===== src/rtl/mem_port_arbiter.sv =====
// mem_port_arbiter
//   Shares the single port of the instr/data memory between the multicycle core
//   (m0) and the program loader/debug port (m1).
//   - Ownership is held in a registered FSM (IDLE/OWN0/OWN1). A side is granted
//     only while its FSM state owns the port and it keeps requesting.
//   - An owner that keeps requesting is forced to hand over after MAX_HOLD
//     consecutive grants if the other side is waiting.
//   - core_stall tells the core's control unit to freeze while m0 waits.
// Optional build macro:
//   MEM_ARB_ROUND_ROBIN_EN - on a simultaneous request from IDLE, the side that
//   did not own the port last wins. Without it, m0 always wins that tie.
// Ports:
//   clk, rstb                  clock (rising edge), asynchronous active-low reset
//   mX_req/mX_we/mX_addr/      requester X access request, write enable, address,
//   mX_wdata                   write data (X = 0 core, 1 loader)
//   mX_gnt                     requester X owns the port this cycle
//   mX_rvalid/mX_rdata         read response, one cycle after a granted read
//   mem_wr_ena/mem_addr/       memory port 0 controls
//   mem_din/mem_dout           (dout is a synchronous read, valid one cycle later)
//   core_stall                 m0 requests but is not granted
module mem_port_arbiter #(
  parameter int N        = 32,
  parameter int MAX_HOLD = 16
) (
  input  logic         clk,
  input  logic         rstb,
  input  logic         m0_req,
  input  logic         m0_we,
  input  logic [N-1:0] m0_addr,
  input  logic [N-1:0] m0_wdata,
  output logic         m0_gnt,
  output logic         m0_rvalid,
  output logic [N-1:0] m0_rdata,
  input  logic         m1_req,
  input  logic         m1_we,
  input  logic [N-1:0] m1_addr,
  input  logic [N-1:0] m1_wdata,
  output logic         m1_gnt,
  output logic         m1_rvalid,
  output logic [N-1:0] m1_rdata,
  output logic         mem_wr_ena,
  output logic [N-1:0] mem_addr,
  output logic [N-1:0] mem_din,
  input  logic [N-1:0] mem_dout,
  output logic         core_stall
);

  localparam int CW = $clog2(MAX_HOLD + 1);
  localparam logic [CW-1:0] HOLD_MAX  = CW'(MAX_HOLD);
  localparam logic [CW-1:0] HOLD_LAST = CW'(MAX_HOLD - 1);

  typedef enum logic [1:0] {
    IDLE = 2'd0,
    OWN0 = 2'd1,
    OWN1 = 2'd2
  } state_t;

  state_t        state;
  state_t        state_nxt;
  logic [CW-1:0] hold_cnt;
  logic [CW-1:0] hold_nxt;
  logic [N-1:0]  addr_q;
  logic [N-1:0]  din_q;
  logic          rvalid0_q;
  logic          rvalid1_q;
`ifdef MEM_ARB_ROUND_ROBIN_EN
  logic          last_owner;
  logic          last_nxt;
`endif

  assign m0_gnt     = (state == OWN0) & m0_req;
  assign m1_gnt     = (state == OWN1) & m1_req;
  assign core_stall = m0_req & ~m0_gnt;
  assign m0_rvalid  = rvalid0_q;
  assign m1_rvalid  = rvalid1_q;
  assign m0_rdata   = mem_dout;
  assign m1_rdata   = mem_dout;

  // Next-state and hold-counter logic for port ownership
  always_comb begin
    state_nxt = state;
    hold_nxt  = hold_cnt;
    case (state)
      IDLE: begin
        // Nothing is granted in the cycle a request is first seen
        hold_nxt = '0;
        if (m0_req && m1_req) begin
`ifdef MEM_ARB_ROUND_ROBIN_EN
          state_nxt = last_owner ? OWN0 : OWN1;
`else
          state_nxt = OWN0;
`endif
        end else if (m0_req) begin
          state_nxt = OWN0;
        end else if (m1_req) begin
          state_nxt = OWN1;
        end else begin
          state_nxt = IDLE;
        end
      end
      OWN0: begin
        if (m0_req) begin
          // >= rather than == so a saturated counter still yields to a late waiter
          if (m1_req && (hold_cnt >= HOLD_LAST)) begin
            state_nxt = OWN1;
            hold_nxt  = '0;
          end else if (hold_cnt != HOLD_MAX) begin
            hold_nxt = hold_cnt + 1'b1;
          end else begin
            hold_nxt = hold_cnt;
          end
        end else if (m1_req) begin
          state_nxt = OWN1;
          hold_nxt  = '0;
        end else begin
          state_nxt = IDLE;
          hold_nxt  = '0;
        end
      end
      OWN1: begin
        if (m1_req) begin
          if (m0_req && (hold_cnt >= HOLD_LAST)) begin
            state_nxt = OWN0;
            hold_nxt  = '0;
          end else if (hold_cnt != HOLD_MAX) begin
            hold_nxt = hold_cnt + 1'b1;
          end else begin
            hold_nxt = hold_cnt;
          end
        end else if (m0_req) begin
          state_nxt = OWN0;
          hold_nxt  = '0;
        end else begin
          state_nxt = IDLE;
          hold_nxt  = '0;
        end
      end
      default: begin
        state_nxt = IDLE;
        hold_nxt  = '0;
      end
    endcase
  end

`ifdef MEM_ARB_ROUND_ROBIN_EN
  // Remember which side entered an OWN state most recently
  always_comb begin
    last_nxt = last_owner;
    if ((state_nxt == OWN0) && (state != OWN0)) begin
      last_nxt = 1'b0;
    end else if ((state_nxt == OWN1) && (state != OWN1)) begin
      last_nxt = 1'b1;
    end else begin
      last_nxt = last_owner;
    end
  end
`endif

  // Memory port mux; without a grant the last driven address/data are held
  always_comb begin
    mem_wr_ena = 1'b0;
    mem_addr   = addr_q;
    mem_din    = din_q;
    if (m0_gnt) begin
      mem_wr_ena = m0_we;
      mem_addr   = m0_addr;
      mem_din    = m0_wdata;
    end else if (m1_gnt) begin
      mem_wr_ena = m1_we;
      mem_addr   = m1_addr;
      mem_din    = m1_wdata;
    end else begin
      mem_wr_ena = 1'b0;
    end
  end

  // State, hold counter, held memory controls and read-valid pipeline
  always_ff @(posedge clk or negedge rstb) begin
    if (!rstb) begin
      state     <= IDLE;
      hold_cnt  <= '0;
      addr_q    <= '0;
      din_q     <= '0;
      rvalid0_q <= 1'b0;
      rvalid1_q <= 1'b0;
`ifdef MEM_ARB_ROUND_ROBIN_EN
      last_owner <= 1'b1;
`endif
    end else begin
      state     <= state_nxt;
      hold_cnt  <= hold_nxt;
      addr_q    <= mem_addr;
      din_q     <= mem_din;
      rvalid0_q <= m0_gnt & ~m0_we;
      rvalid1_q <= m1_gnt & ~m1_we;
`ifdef MEM_ARB_ROUND_ROBIN_EN
      last_owner <= last_nxt;
`endif
    end
  end

endmodule

===== config.mk =====
export PLATFORM = sky130hd
export DESIGN_NAME = mem_port_arbiter
export DESIGN_NICKNAME = d
export VERILOG_FILES = /design/src/rtl/mem_port_arbiter.sv
export SDC_FILE = /design/constraint.sdc
export NUM_CORES = 1
export LEC_CHECK = 0
export ABC_AREA = 1
export BUFFER_PORTS_ARGS = -buffer_cell sky130_fd_sc_hd__buf_2
export CORE_UTILIZATION = 30
export CTS_CLUSTER_DIAMETER = 30
export DETAILED_ROUTE_END_ITERATION = 12
export MAX_ROUTING_LAYER = met4
export SYNTH_ARGS = -nofsm -noshare
export SYNTH_HDL_FRONTEND = slang
export SYNTH_SLANG_ARGS = --single-unit

===== constraint.sdc =====
create_clock -name clk -period 4.6 [get_ports clk]
set_clock_uncertainty 0.1 [all_clocks]
set_input_delay 0.23 -clock clk [delete_from_list [all_inputs] [get_ports clk]]
set_output_delay 0.23 -clock clk [all_outputs]
set_load 0.01 [all_outputs]

==> metrics.cfg <==
[timing]
rsz0062_at_grt=no
period_needed_ns=3.005
fin_tns_setup_ns=0
setup_viol=0
finalCritPeriodShare_pct=65.32
hold_viol=0
tightest_slew_ns=1.141
maxSlewHeadroom_pct=23.85
holdWs_ns=0.06766
final_max_slew_viol_count=0
fmax_mhz=332.8

[clocking]
clock-sinks=73
clock_latency_ns=0.33
cts_made_buffers=9
cts_root_buf=clkbuf_16
cts_setup_buffers=0
cts_tree=yes
htree_levels=3
clk_pin_slew_ns=0.06
clockBufferDepth=2

[placed_design]
io_buffer_count=203
gp_congestion=0.8184
hpwl_um=7381
dp.cells=770
placed_cell_area_mm2=0.004536

[cells_and_area]
antennaDiodeCount=0
fin_cells=788
fill_cells=1337
drive_above_1_share_pct=36.04
mostFrequentLayoutCell=buf_2
layout_common_cells=buf_2 (202), nand2_1 (143), nor2_1 (79)
multi_input_area_mm2=0.001411
design_area_mm2=0.004843
ff_latch_area_mm2=0.001827
area_growth_pct=21.84
nets=785

[critical_path]
critical_path_arrival_ns=2.67
critPathLaunch=state[1]
start_kind=register
end_kind=output port
crit_fanout=111
crit_type=reg2out
r2r-start=state[0]
required_ns=4.27

[route]
detail-route-antenna-nets=0
remaining_drc_errors=0
route.detailed.wl_per_inst_um=12.92
viasPerCell=4.607
first_iter_violations=155
totalWireLength_um=10180
firstDrtPassIters=5
vias=3630

[grt]
overflow=0
grtUsageTotal_pct=14.72
grt_max_degree=112
grt_pass1_wl_um=14900
grt_pass1_vias=3300
antenna_found_initial=0

[power]
power.total_mw=3.173
vdd_drop_max_mv=0.2224
leakage_nw=2.553
p_per_area_mw_per_mm2=655.1

[synth]
synth.avg_cell_area_um2=8.196
yosys.area.top_type=dfrtp_1
synth_seq_area_share_pct=45.96
yosys_register_bits=73
ys_top_cells_by_area=dfrtp_1 (46%), buf_4 (14%), nand2_1 (14%)
yosysWarnings=0
syn_inst=485
netlist_area_mm2=0.003975
synth_top_area_share_pct=45.96
synth_cell_types=18
synth_fp_nets=658

[run]
cap_violations=0

[worst_hold_path]
min_path_type=in2reg
min-delay-start=m1_addr[12]

[floorplanning]
die_y_um=117.1
die_area_mm2=0.01371
coreArea_mm2=0.01277
io-pin-count=300
rows=41
chipWidth_um=117.1
start_util_pct=31.12

[outcome]
run_status=complete, no violations

-- cell usage after synthesis (all sizes together) --
library cell,instances
nand2,146
buf,89
nor2,79
dfrtp,73
a31oi,64
inv,13
ha,7
nand3,4
a21oi,3
clkbuf,3
nand4,1
o21bai,1
xnor2,1
xor2,1
-- metrics by stage --
step                utilization [%]  setup WS (ns)
global route                  37.92          1.381
floorplan                         -          2.882
finish                        37.92          1.595
global placement              35.51          2.069
CTS                           37.92          1.597
detailed placement            35.51          1.967
-- metal layers --
metal / vias to the layer above / routed length (um) / track usage [%] / part of all wire [%]
met2: 184 / 5148 / 25.80 / 51
li1: 1758 / - / - / -
met4: 0 / 202 / 7.426 / 2.0
met1: 1671 / 3998 / 15.22 / 39
met3: 17 / 828 / 3.913 / 8.1
met5: - / 0 / - / 0
-- final cells by class --
class                   count  area share [%]
clock inverters             4          0.9300
flip-flops and latches     73           37.72
multi-input cells         307           29.14
well taps                 172           4.443
repair buffers            208           21.96
inverters                  13           1.007
clock buffers              11           4.805
-- cell families (layout without fill, tap and decap cells) --
| logic type | after synthesis | count (layout) | share of synthesized area (%) |
|---|---|---|---|
| AOI/OAI and AO/OA | 68 | 68 | 10.64 |
| buffers and inverters | 105 | 236 | 18.67 |
| xor gates and xnor gates | 2 | 2 | 0.4407 |
| DFF | 73 | 73 | 45.96 |
| adders and majority gates | 7 | 7 | 2.203 |
| and+or+nand+nor | 230 | 230 | 22.10 |
-- worst paths after layout --
| path | slack [ns] | cells past startpoint | to |
|---|---|---|---|
| worst max register to register | 2.20 | 8 | hold_cnt[1] |
| worst max-delay path | 1.60 | 7 | mem_din[25] |
| max in group asynchronous | 3.32 | 2 | addr_q[1] |
| worst min-delay path | 0.07 | 3 | addr_q[12] |
| min in group asynchronous | 0.48 | 2 | din_q[4] |
| worst min register to register | 0.45 | 2 | din_q[19] |
-- registers in the layout, summed over array words and instances (netlist names) --
| register | cells |
|---|---|
| addr_q | 32 |
| din_q | 32 |
| hold_cnt | 5 |
| m0_rvalid | 1 |
| m1_rvalid | 1 |
| state | 2 |
-- power by group --
group	internal [mW]	switching, mW
Clock	0.414	0.251
Combinational	0.578	0.890
Sequential	0.952	0.0882
-- worst max-delay path: stages, from the launching register on --
cell and delay [ns]:
dfrtp_1 0.38, inv_1 0.08, ha_1 0.24, nand2_4 0.77, buf_4 0.38, nor2_1 0.06, a31oi_1 0.20, buf_2 0.17
-- timing repair --
action,in CTS,in global routing
hold buffers,3,0
resized for setup,0,0
hold endpoints to repair,75,0
Note: power is estimated with default switching activity, not from simulation.
